--- src/rtl/imem_loader_pkg.sv ---
// Shared types and constants for the UART program-image loader.
package imem_loader_pkg;

  localparam logic [7:0]  SYNC_BYTE        = 8'hA5;
  localparam int unsigned DEF_CLKS_PER_BIT = 521;        // 5 MHz / 9600 baud
  localparam int unsigned DEF_TIMEOUT_CLKS = 5_000_000;  // 1 s at 5 MHz

  typedef enum logic [2:0] {
    WAIT_SYNC = 3'd0,
    LEN_HI    = 3'd1,
    LEN_LO    = 3'd2,
    DATA_HI   = 3'd3,
    DATA_LO   = 3'd4,
    CSUM      = 3'd5
  } loader_state_t;

  typedef enum logic [1:0] {
    RX_IDLE  = 2'd0,
    RX_START = 2'd1,
    RX_DATA  = 2'd2,
    RX_STOP  = 2'd3
  } rx_state_t;

  // 8-bit running checksum, wraps mod 256
  function automatic logic [7:0] csum_add(input logic [7:0] sum, input logic [7:0] b);
    return sum + b;
  endfunction

endpackage

--- src/rtl/uart_rx_byte.sv ---
// 8N1 UART byte receiver: synchronizer, mid-bit sampling, false-start and framing checks.
module uart_rx_byte
  import imem_loader_pkg::*;
#(
  parameter int unsigned CLKS_PER_BIT = DEF_CLKS_PER_BIT
) (
  input  logic       clk,
  input  logic       reset,
  input  logic       rxd,
  output logic [7:0] rx_byte,
  output logic       rx_valid,
  output logic       rx_ferr
);

  localparam int unsigned     CNT_W     = (CLKS_PER_BIT > 2) ? $clog2(CLKS_PER_BIT) : 1;
  localparam logic [CNT_W-1:0] BIT_LAST  = CNT_W'(CLKS_PER_BIT - 1);
  localparam logic [CNT_W-1:0] HALF_LAST = CNT_W'(CLKS_PER_BIT / 2 - 1);

  logic             rxd_m;
  logic             rxd_s;
  logic             rxd_prev;
  logic             fall;
  logic             tick;

  rx_state_t        state;
  rx_state_t        state_next;
  logic [CNT_W-1:0] cnt;
  logic [CNT_W-1:0] cnt_next;
  logic [2:0]       bit_idx;
  logic [2:0]       bit_next;
  logic [7:0]       shreg;
  logic [7:0]       shreg_next;
  logic [7:0]       byte_next;
  logic             valid_next;
  logic             ferr_next;

  assign fall = rxd_prev & ~rxd_s;
  assign tick = (cnt == '0);

  // Two-flop synchronizer plus one delay stage for start-edge detection; line idles high
  always_ff @(posedge clk or negedge reset) begin
    if (!reset) begin
      rxd_m    <= 1'b1;
      rxd_s    <= 1'b1;
      rxd_prev <= 1'b1;
    end else begin
      rxd_m    <= rxd;
      rxd_s    <= rxd_m;
      rxd_prev <= rxd_s;
    end
  end

  // Receiver state register
  always_ff @(posedge clk or negedge reset) begin
    if (!reset) state <= RX_IDLE;
    else        state <= state_next;
  end

  // Receiver next-state: a start bit still low at its midpoint commits to a full byte
  always_comb begin
    state_next = state;
    case (state)
      RX_IDLE:  if (fall) state_next = RX_START;
      RX_START: if (tick) state_next = rxd_s ? RX_IDLE : RX_DATA;
      RX_DATA:  if (tick && (bit_idx == 3'd7)) state_next = RX_STOP;
      RX_STOP:  if (tick) state_next = RX_IDLE;
      default:  state_next = RX_IDLE;
    endcase
  end

  // Bit timer, bit counter, shift register and byte/error strobes
  always_comb begin
    cnt_next   = cnt;
    bit_next   = bit_idx;
    shreg_next = shreg;
    byte_next  = rx_byte;
    valid_next = 1'b0;
    ferr_next  = 1'b0;
    case (state)
      RX_IDLE: begin
        if (fall) cnt_next = HALF_LAST;
      end
      RX_START: begin
        if (tick) begin
          cnt_next = BIT_LAST;
          bit_next = 3'd0;
        end else begin
          cnt_next = cnt - CNT_W'(1);
        end
      end
      RX_DATA: begin
        if (tick) begin
          shreg_next = {rxd_s, shreg[7:1]};
          cnt_next   = BIT_LAST;
          bit_next   = bit_idx + 3'd1;
        end else begin
          cnt_next = cnt - CNT_W'(1);
        end
      end
      RX_STOP: begin
        if (tick) begin
          if (rxd_s) begin
            valid_next = 1'b1;
            byte_next  = shreg;
          end else begin
            ferr_next = 1'b1;
          end
        end else begin
          cnt_next = cnt - CNT_W'(1);
        end
      end
      default: cnt_next = '0;
    endcase
  end

  // Receiver datapath registers
  always_ff @(posedge clk or negedge reset) begin
    if (!reset) begin
      cnt      <= '0;
      bit_idx  <= 3'd0;
      shreg    <= 8'h00;
      rx_byte  <= 8'h00;
      rx_valid <= 1'b0;
      rx_ferr  <= 1'b0;
    end else begin
      cnt      <= cnt_next;
      bit_idx  <= bit_next;
      shreg    <= shreg_next;
      rx_byte  <= byte_next;
      rx_valid <= valid_next;
      rx_ferr  <= ferr_next;
    end
  end

endmodule

--- src/rtl/imem_uart_loader.sv ---
// Serial boot loader: parses a framed image from the UART and writes it into imem port B.
module imem_uart_loader
  import imem_loader_pkg::*;
#(
  parameter int unsigned CLKS_PER_BIT = DEF_CLKS_PER_BIT,
  parameter int unsigned TIMEOUT_CLKS = DEF_TIMEOUT_CLKS,
  parameter int unsigned ADDR_W       = 16
) (
  input  logic              clk,
  input  logic              reset,
  input  logic              rxd,
  output logic              mem_we,
  output logic [ADDR_W-1:0] mem_addr,
  output logic [15:0]       mem_din,
  output logic              cpu_hold,
  output logic              busy,
  output logic              load_done,
  output logic              load_err
);

  localparam int unsigned     TMO_W    = $clog2(TIMEOUT_CLKS + 1);
  localparam logic [TMO_W-1:0] TMO_LAST = TMO_W'(TIMEOUT_CLKS);

  logic [7:0]        rx_byte;
  logic              rx_valid;
  logic              rx_ferr;

  loader_state_t     state;
  loader_state_t     state_next;
  logic [TMO_W-1:0]  tmo_cnt;
  logic              tmo;
  logic              abort;
  logic              last_word;
  logic [15:0]       n_len_lo;

  logic [15:0]       n_words;
  logic [15:0]       n_next;
  logic [7:0]        hi_byte;
  logic [7:0]        hi_next;
  logic [7:0]        sum;
  logic [7:0]        sum_next;
  logic              we_next;
  logic [ADDR_W-1:0] addr_next;
  logic [15:0]       din_next;
  logic              hold_next;
  logic              busy_next;
  logic              done_next;
  logic              err_next;

  uart_rx_byte #(
    .CLKS_PER_BIT (CLKS_PER_BIT)
  ) u_rx (
    .clk      (clk),
    .reset    (reset),
    .rxd      (rxd),
    .rx_byte  (rx_byte),
    .rx_valid (rx_valid),
    .rx_ferr  (rx_ferr)
  );

  assign tmo       = busy && (tmo_cnt == TMO_LAST);
  assign abort     = (state != WAIT_SYNC) && (rx_ferr || tmo);
  assign last_word = (mem_addr == ADDR_W'(n_words - 16'd1));
  assign n_len_lo  = {n_words[15:8], rx_byte};

  // Inter-byte idle counter, only meaningful inside a frame
  always_ff @(posedge clk or negedge reset) begin
    if (!reset)                 tmo_cnt <= '0;
    else if (rx_valid || !busy) tmo_cnt <= '0;
    else if (!tmo)              tmo_cnt <= tmo_cnt + TMO_W'(1);
  end

  // Loader state register
  always_ff @(posedge clk or negedge reset) begin
    if (!reset) state <= WAIT_SYNC;
    else        state <= state_next;
  end

  // Loader next-state: framing/timeout errors abort back to sync hunt
  always_comb begin
    state_next = state;
    if (abort) begin
      state_next = WAIT_SYNC;
    end else if (rx_valid) begin
      case (state)
        WAIT_SYNC: if (rx_byte == SYNC_BYTE) state_next = LEN_HI;
        LEN_HI:    state_next = LEN_LO;
        LEN_LO:    state_next = (n_len_lo == 16'd0) ? WAIT_SYNC : DATA_HI;
        DATA_HI:   state_next = DATA_LO;
        DATA_LO:   state_next = last_word ? CSUM : DATA_HI;
        CSUM:      state_next = WAIT_SYNC;
        default:   state_next = WAIT_SYNC;
      endcase
    end
  end

  // Loader outputs and datapath next values
  always_comb begin
    n_next    = n_words;
    hi_next   = hi_byte;
    sum_next  = sum;
    we_next   = 1'b0;
    addr_next = mem_addr;
    din_next  = mem_din;
    hold_next = cpu_hold;
    done_next = 1'b0;
    err_next  = load_err;
    busy_next = (state_next != WAIT_SYNC);

    // Address advances the cycle after a non-final write
    if (mem_we && (state == DATA_HI)) addr_next = mem_addr + ADDR_W'(1);

    if (abort) begin
      err_next  = 1'b1;
      hold_next = 1'b0;
    end else if (rx_valid) begin
      case (state)
        WAIT_SYNC: begin
          if (rx_byte == SYNC_BYTE) begin
            err_next  = 1'b0;
            hold_next = 1'b1;
            addr_next = '0;
            sum_next  = 8'h00;
          end
        end
        LEN_HI: n_next = {rx_byte, n_words[7:0]};
        LEN_LO: begin
          n_next = n_len_lo;
          if (n_len_lo == 16'd0) begin
            err_next  = 1'b1;
            hold_next = 1'b0;
          end
        end
        DATA_HI: begin
          hi_next  = rx_byte;
          sum_next = csum_add(sum, rx_byte);
        end
        DATA_LO: begin
          din_next = {hi_byte, rx_byte};
          we_next  = 1'b1;
          sum_next = csum_add(sum, rx_byte);
        end
        CSUM: begin
          if (rx_byte == sum) done_next = 1'b1;
          else                err_next  = 1'b1;
          hold_next = 1'b0;
        end
        default: hold_next = 1'b0;
      endcase
    end
  end

  // Registered loader outputs and frame bookkeeping
  always_ff @(posedge clk or negedge reset) begin
    if (!reset) begin
      n_words   <= 16'd0;
      hi_byte   <= 8'h00;
      sum       <= 8'h00;
      mem_we    <= 1'b0;
      mem_addr  <= '0;
      mem_din   <= 16'h0000;
      cpu_hold  <= 1'b0;
      busy      <= 1'b0;
      load_done <= 1'b0;
      load_err  <= 1'b0;
    end else begin
      n_words   <= n_next;
      hi_byte   <= hi_next;
      sum       <= sum_next;
      mem_we    <= we_next;
      mem_addr  <= addr_next;
      mem_din   <= din_next;
      cpu_hold  <= hold_next;
      busy      <= busy_next;
      load_done <= done_next;
      load_err  <= err_next;
    end
  end

endmodule
--- config.mk ---
export PLATFORM = sky130hd
export DESIGN_NAME = imem_uart_loader
export DESIGN_NICKNAME = d
export VERILOG_FILES = /design/src/rtl/imem_loader_pkg.sv /design/src/rtl/uart_rx_byte.sv /design/src/rtl/imem_uart_loader.sv
export SDC_FILE = /design/constraint.sdc
export NUM_CORES = 1
export LEC_CHECK = 0
export CAP_MARGIN = 20
export CELL_PAD_IN_SITES_DETAIL_PLACEMENT = 0
export CELL_PAD_IN_SITES_GLOBAL_PLACEMENT = 1
export CORE_ASPECT_RATIO = 1.75
export CORE_MARGIN = 2
export CORE_UTILIZATION = 35
export DETAILED_ROUTE_END_ITERATION = 16
export GPL_TIMING_DRIVEN = 0
export PLACE_DENSITY_LB_ADDON = 0.3
export SYNTH_ARGS = -nofsm -noshare
export SYNTH_HDL_FRONTEND = slang
export SYNTH_HIERARCHICAL = 1
export SYNTH_SLANG_ARGS = --single-unit
--- constraint.sdc ---
create_clock -name clk -period 4.8 [get_ports clk]
set_input_delay 0.96 -clock clk [delete_from_list [all_inputs] [get_ports clk]]
set_output_delay 0.96 -clock clk [all_outputs]
set_load 0.02 [all_outputs]
==> impl_metrics.toml, run 1 <==
[timing]
worst_hold_slack_ns = 0.3617
fin_crit_sh_pct = 63.52
skew_ns = 0.006714
fin_ws_ns = 1.751
hold_violations = 0
relSlewSlack_pct = 31.98
tightest_slew_ns = 1.011
fin_setup_tns_ns = 0
max_freq_ghz = 0.3280
drv_slew = 0
fin_crit_ns = 3.049
finalSetupViolCount = 0
rsz0062_at_grt = "no"

[floorplan]
dieArea_mm2 = 0.02119
fp.dieW_um = 110.9
rows = 68
start_util_pct = 35.61
io_pins = 40
design.core.area_mm2 = 0.01965
die_h_um = 191.1

[synthesis]
synthFlopType = "dfrtp_1"
netlist_area_mm2 = 0.006999
synth_edf_count = 0
synth-seq-cells = 131
ys_seq_area_share_pct = 46.89
yosysWarnings = 6
ys_types = 75
synth_area_per_cell_um2 = 10.20
synth-async-reset-ratio_pct = 100.0
postSynthCellCount = 686
syn_nets = 710

[routing]
drc = 0
totalWireLength_um = 16700
drt_first_pass_iters = 4
wl_per_cell_um = 16.65
dr.first_iter.drc_count = 215
via_per_inst = 5.337
vias = 5353
postRouteAntennaNets = 0

[power]
powerDensity_mw_per_mm2 = 366.5
ir_drop_mv = 0.3600
p_leak_nw = 3.736

[cts]
cts.sinks = 131
cts_setup_buffers = 0
cts-root-buf = "clkbuf_16"
clk_path_buf_depth = 2
cts_resized = 0
cts.htree.levels = 4
cts_hold_buf = 0
cts_tree = "built"
insertion_delay_ns = 0.42
cts_made_buffers = 17
clk_pin_slew_ns = 0.06

[layout]
fin_util_pct = 42.03
postLayoutCellArea_mm2 = 0.008260
layout-drive-gt1-share_pct = 11.87
fillers = 1920
num_antenna_cells = 0
area_growth_pct = 18.02
fin_nets = 769

[place]
io_buffer_count = 39
gp_congestion = 0.8559
hpwl_um = 12270
dp_slack_ns = 1.734
place_area_mm2 = 0.007725

[worst_setup_path]
arrival_ns = 3.36
startpoint_type = "flip-flop"
rrSetupSlack_ns = 1.75
r2r_cells = 12
critPathCapture = "state[1]"
timing.rr.end = "state[1]"
end_kind = "flip-flop"
crit_path_start = "n_words[0]"
critical_path_class = "flip-flop to flip-flop"
required_ns = 5.11
reg2reg_from = "n_words[0]"
crit_fanout = 10

[run_status]
outcome = "finished, final reports clean"

[global_route]
grt_pass1_vias = 5553
grt_first_pass_wirelength_um = 28100
antenna_found_initial = 0
grt_max_degree = 71
overflow = 0
grt.total_usage_pct = 16.75

[run]
max_cap_viol_count = 0

[worst_hold_path]
min_path_type = "flip-flop to flip-flop"
metal layers:
layer	vias up	wire length, um	GRT usage [%]
met5	-	0	0
met1	2649	6581	17.66
met2	80	9200	31.50
met3	32	457	3.678
li1	2592	-	-
met4	0	465	7.692
worst min path at each step:
stage	start	end	depth (start not counted)
after CTS	u_rx/rxd_m	u_rx/rxd_s	0
after detailed placement	u_rx/rxd_m	u_rx/rxd_s	0
after global placement	u_rx/rxd_m	u_rx/rxd_s	0
after global routing	u_rx/rxd_m	u_rx/rxd_s	0
after floorplan	u_rx/rxd_m	u_rx/rxd_s	0
final	u_rx/rxd_m	u_rx/rxd_s	0
state kept, by name (all words and copies together) (netlist names), named ones only:
signal / cells
tmo_cnt: 23
mem_addr: 16
mem_din: 16
n_words: 16
u_rx/cnt: 10
hi_byte: 8
sum: 8
u_rx/rx_byte: 8
u_rx/shreg: 8
state: 3
u_rx/bit_idx: 3
busy: 1
cpu_hold: 1
load_done: 1
load_err: 1
mem_we: 1
u_rx/rx_ferr: 1
u_rx/rx_valid: 1
u_rx/rxd_m: 1
u_rx/rxd_prev: 1
u_rx/rxd_s: 1
u_rx/state: 1
cell usage in the layout (no fill, tap or decap), types with 5 or more instances in the layout:
master           count
dfrtp_1            128
nor2_1              61
nand2_1             59
clkdlybuf4s50_1     38
mux2_2              35
nand3_1             34
xnor2_1             28
xor2_1              27
a21oi_1             25
inv_1               24
clkbuf_1            23
nor3_1              21
o21ai_0             20
ha_1                20
clkbuf_16           17
nor4_1              13
mux2_1              12
or3_1               11
nand4_1              9
nor2b_1              8
a22o_1               8
and3_1               7
a31oi_1              7
nand2b_1             7
a21o_1               6
o31ai_1              6
mux2i_1              5
power breakdown:
| part | switching, W | internal [W] | total, W |
|---|---|---|---|
| sequential | 0.0000609 | 0.00116 | 0.00122 |
| combinational | 0.000392 | 0.000228 | 0.000620 |
| clock | 0.000517 | 0.000666 | 0.00118 |
| total | 0.000970 | 0.00206 | 0.00303 |
critical path, cell delays in order, from the launching register on:
cell,delay (ns)
dfrtp_1,0.36
clkbuf_1,0.21
inv_1,0.10
ha_1,0.14
buf_4,0.15
or4b_1,0.43
buf_2,0.18
or4_1,0.48
nand3_1,0.11
o211ai_2,0.12
a2111oi_4,0.39
nand2_1,0.10
a21bo_1,0.17
through the flow:
stage / std cells / total power [W]
floorplan: 686 / 0.001691
global placement: 970 / 0.001845
detailed placement: 971 / 0.001862
CTS: 1003 / 0.003064
global route: 1003 / 0.003196
finish: 1003 / 0.003027
logic make-up (layout without fill, tap and decap cells):
| family | count (synthesis) | count (layout) | synth area share, % |
|---|---|---|---|
| and+or+nand+nor | 264 | 264 | 19.82 |
| DFF | 131 | 131 | 46.89 |
| AOI/OAI and AO/OA | 113 | 113 | 11.37 |
| xor gates and xnor gates | 55 | 55 | 6.882 |
| muxes | 52 | 52 | 8.277 |
| buffers and inverters | 50 | 122 | 2.896 |
| adders and majority gates | 21 | 21 | 3.861 |
synth_stat cells (6+ instances only):
| master | n | area [um^2] |
|---|---|---|
| dfrtp_1 | 128 | 3203 |
| nor2_1 | 61 | 229.0 |
| nand2_1 | 59 | 221.5 |
| mux2_2 | 35 | 394.1 |
| nand3_1 | 34 | 170.2 |
| xnor2_1 | 28 | 245.2 |
| xor2_1 | 27 | 236.5 |
| a21oi_1 | 25 | 125.1 |
| inv_1 | 24 | 90.09 |
| clkbuf_1 | 21 | 78.83 |
| nor3_1 | 21 | 105.1 |
| ha_1 | 20 | 250.2 |
| o21ai_0 | 20 | 100.1 |
| nor4_1 | 13 | 81.33 |
| mux2_1 | 12 | 135.1 |
| or3_1 | 11 | 68.82 |
| nand4_1 | 9 | 56.30 |
| a22o_1 | 8 | 70.07 |
| nor2b_1 | 8 | 50.05 |
| a31oi_1 | 7 | 43.79 |
| and3_1 | 7 | 43.79 |
| nand2b_1 | 7 | 43.79 |
| a21o_1 | 6 | 45.04 |
| o31ai_1 | 6 | 45.04 |
final cells by class:
type	instances	area, um^2	area share, %
Buffer	26	112.6	1.363
Clock inverter	13	102.6	1.242
Multi-Input combinational cell	505	3515	42.55
Clock buffer	19	432.9	5.241
Timing Repair Buffer	40	419.2	5.074
Tap cell	245	306.5	3.711
Sequential cell	131	3282	39.73
Inverter	24	90.09	1.091
Power figures use the tool's default switching activity.
==> inputs of run 2 (changes only) <==
==> constraint.sdc (replaced) <==
create_clock -name clk -period 2.75 [get_ports clk]
set_input_delay 0.55 -clock clk [delete_from_list [all_inputs] [get_ports clk]]
set_output_delay 0.55 -clock clk [all_outputs]
set_load 0.02 [all_outputs]
==> run 2 against run 1 <==
  * Core utilization increased by 0.62 points
  * Clock-buffer cell count unchanged
  * Register-to-register slack got worse by 1.6 ns
  * Via count increased by 0.50%
  * Flip-flop and latch count unchanged
  * Combinational power increased by 74%
  * Die area unchanged
  * Clock skew increased by 0.0036 ns
  * Cell count about the same
  * Critical path type unchanged
  * Clock power increased by 75%
  * Worst hold slack got worse by 0.27 ns
  * Largest cell class unchanged
==> impl_metrics.toml, run 2 (same netlist as run 1, synthesis figures left out) <==
[global_route]
antenna_found_initial = 0
grt.total_usage_pct = 16.94
grt_pass1_vias = 5594
overflow = 0
grt_max_degree = 71
grt_first_pass_wirelength_um = 28420

[cts]
cts_hold_buf = 0
clk_path_buf_depth = 2
cts.htree.levels = 4
cts_made_buffers = 17
clk_pin_slew_ns = 0.06
insertion_delay_ns = 0.42
cts.sinks = 131
cts_tree = "built"
cts-root-buf = "clkbuf_16"

[routing]
drc = 0
postRouteAntennaNets = 0
totalWireLength_um = 16940
drt_first_pass_iters = 4
wl_per_cell_um = 16.87
dr.first_iter.drc_count = 242
vias = 5380
via_per_inst = 5.359

[worst_setup_path]
cp_top_family = "compound AO/OA/AOI/OAI gates"
end_kind = "flip-flop"
rrSetupSlack_ns = 0.10
worstSetupPathDepth = 11
critical_path_class = "flip-flop to flip-flop"
timing.rr.end = "state[1]"
worstPathBufferInverterCount = 3
startpoint_type = "flip-flop"
reg2reg_from = "n_words[1]"
critPathCapture = "state[1]"
cpPeakStageDelay_ns = 0.38
worstPathCellList = "inv_2 -> ha_4 -> buf_6 -> buf_4 -> nor2b_1 -> or3_1 -> a31oi_1 -> nand4_1 -> a2111oi_4 -> nand2_1 -> a21bo_1"
crit_path_start = "n_words[1]"
cpMaxStageDelayCell = "dfrtp_2"
arrival_ns = 2.96
required_ns = 3.06
r2r_cells = 11
crit_fanout = 9

[floorplan]
die_h_um = 191.1
design.core.area_mm2 = 0.01965
rows = 68
start_util_pct = 35.61
io_pins = 40
fp.dieW_um = 110.9
dieArea_mm2 = 0.02119

[timing]
hold_violations = 0
max_freq_ghz = 0.3780
fin_crit_ns = 2.646
relSlewSlack_pct = 31.62
tightest_slew_ns = 1.016
drv_slew = 0
finalSetupViolCount = 0
skew_ns = 0.01029
rsz0062_at_grt = "yes"
fin_setup_tns_ns = 0
fin_crit_sh_pct = 96.21

[layout]
multi_input_area_mm2 = 0.003596
area_growth_pct = 19.77
layout_common_cells = "126 x dfrtp_1, 61 x nor2_1, 58 x nand2_1"
largest_reg_flops = 23
fin_nets = 770
fillers = 1910
top_register = "tmo_cnt"
postLayoutCellArea_mm2 = 0.008383
final_common_cell = "dfrtp_1"
num_antenna_cells = 0
layout-drive-gt1-share_pct = 14.49
regArea_mm2 = 0.003284

[worst_hold_path]
min_path_type = "input pin to asynchronous set/reset pin"

[power]
powerDensity_mw_per_mm2 = 630.4
ir_drop_mv = 0.6279
p_leak_nw = 3.779

[place]
io_buffer_count = 39
place_area_mm2 = 0.007725
hpwl_um = 12270
gp_congestion = 0.8559

[run]
max_cap_viol_count = 0

[run_status]
outcome = "finished, final reports clean"
==> run 2: changes by cell type in the layout (fill, tap and decap cells not counted), sizes merged <==
cell,change
buf,+4
clkbuf,-3
==> run 2: timing repair <==
item / 4_1_cts / 5_1_grt
setup buffers: 4 / 1
endpoints found under the setup margin: 33 / 16
pin swaps: 8 / 4
cloned: 0 / 0
resized for setup: 17 / 7
==> run 2: worst min path at each step <==
stage,startpoint,to,depth (start not counted)
after floorplan,reset,busy,0
after global placement,u_rx/rxd_m,u_rx/rxd_s,0
after detailed placement,u_rx/rxd_m,u_rx/rxd_s,0
after CTS,reset,mem_addr[5],1
after global routing,reset,mem_addr[5],1
final,reset,mem_addr[5],1
==> run 2: where the power goes <==
part | internal, W | leakage (nW) | total, W | switching, W
clock | 0.00116 | 0.255 | 0.00207 | 0.000903
sequential | 0.00203 | 1.80 | 0.00214 | 0.000106
combinational | 0.000398 | 1.72 | 0.00108 | 0.000684
total | 0.00359 | 3.78 | 0.00528 | 0.00169
==> run 2: routing by layer <==
metal | GRT usage [%] | up-vias | part of all wire [%]
li1 | - | 2598 | -
met1 | 17.69 | 2661 | 39
met2 | 32.02 | 93 | 56
met3 | 3.583 | 28 | 2.5
met4 | 8.125 | 0 | 2.6
met5 | 0 | - | 0
==> run 2: layout make-up <==
class | count | area share, %
Multi-Input combinational cell | 505 | 42.90
Sequential cell | 131 | 39.18
Timing Repair Buffer | 45 | 5.597
Clock buffer | 19 | 5.164
Tap cell | 245 | 3.657
Clock inverter | 13 | 1.224
Buffer | 22 | 1.209
Inverter | 24 | 1.075
==> run 2: through the flow <==
| stage | total power [W] | utilization (%) | setup slack [ns] | std cells | hold slack [ns] |
|---|---|---|---|---|---|
| 2_1_floorplan | 0.002951 | - | 0.009774 | 686 | 0.2544 |
| 3_3_place_gp | 0.003220 | 39.16 | -4.108 | 970 | 0.3467 |
| 3_5_place_dp | 0.003251 | 39.30 | -0.3163 | 971 | 0.3559 |
| 4_1_cts | 0.005349 | 42.56 | -0.04049 | 1006 | 0.1215 |
| 5_1_grt | 0.005578 | 42.65 | -0.004624 | 1004 | 0.1330 |
| 6_report | 0.005284 | 42.65 | 0.1043 | 1004 | 0.09603 |
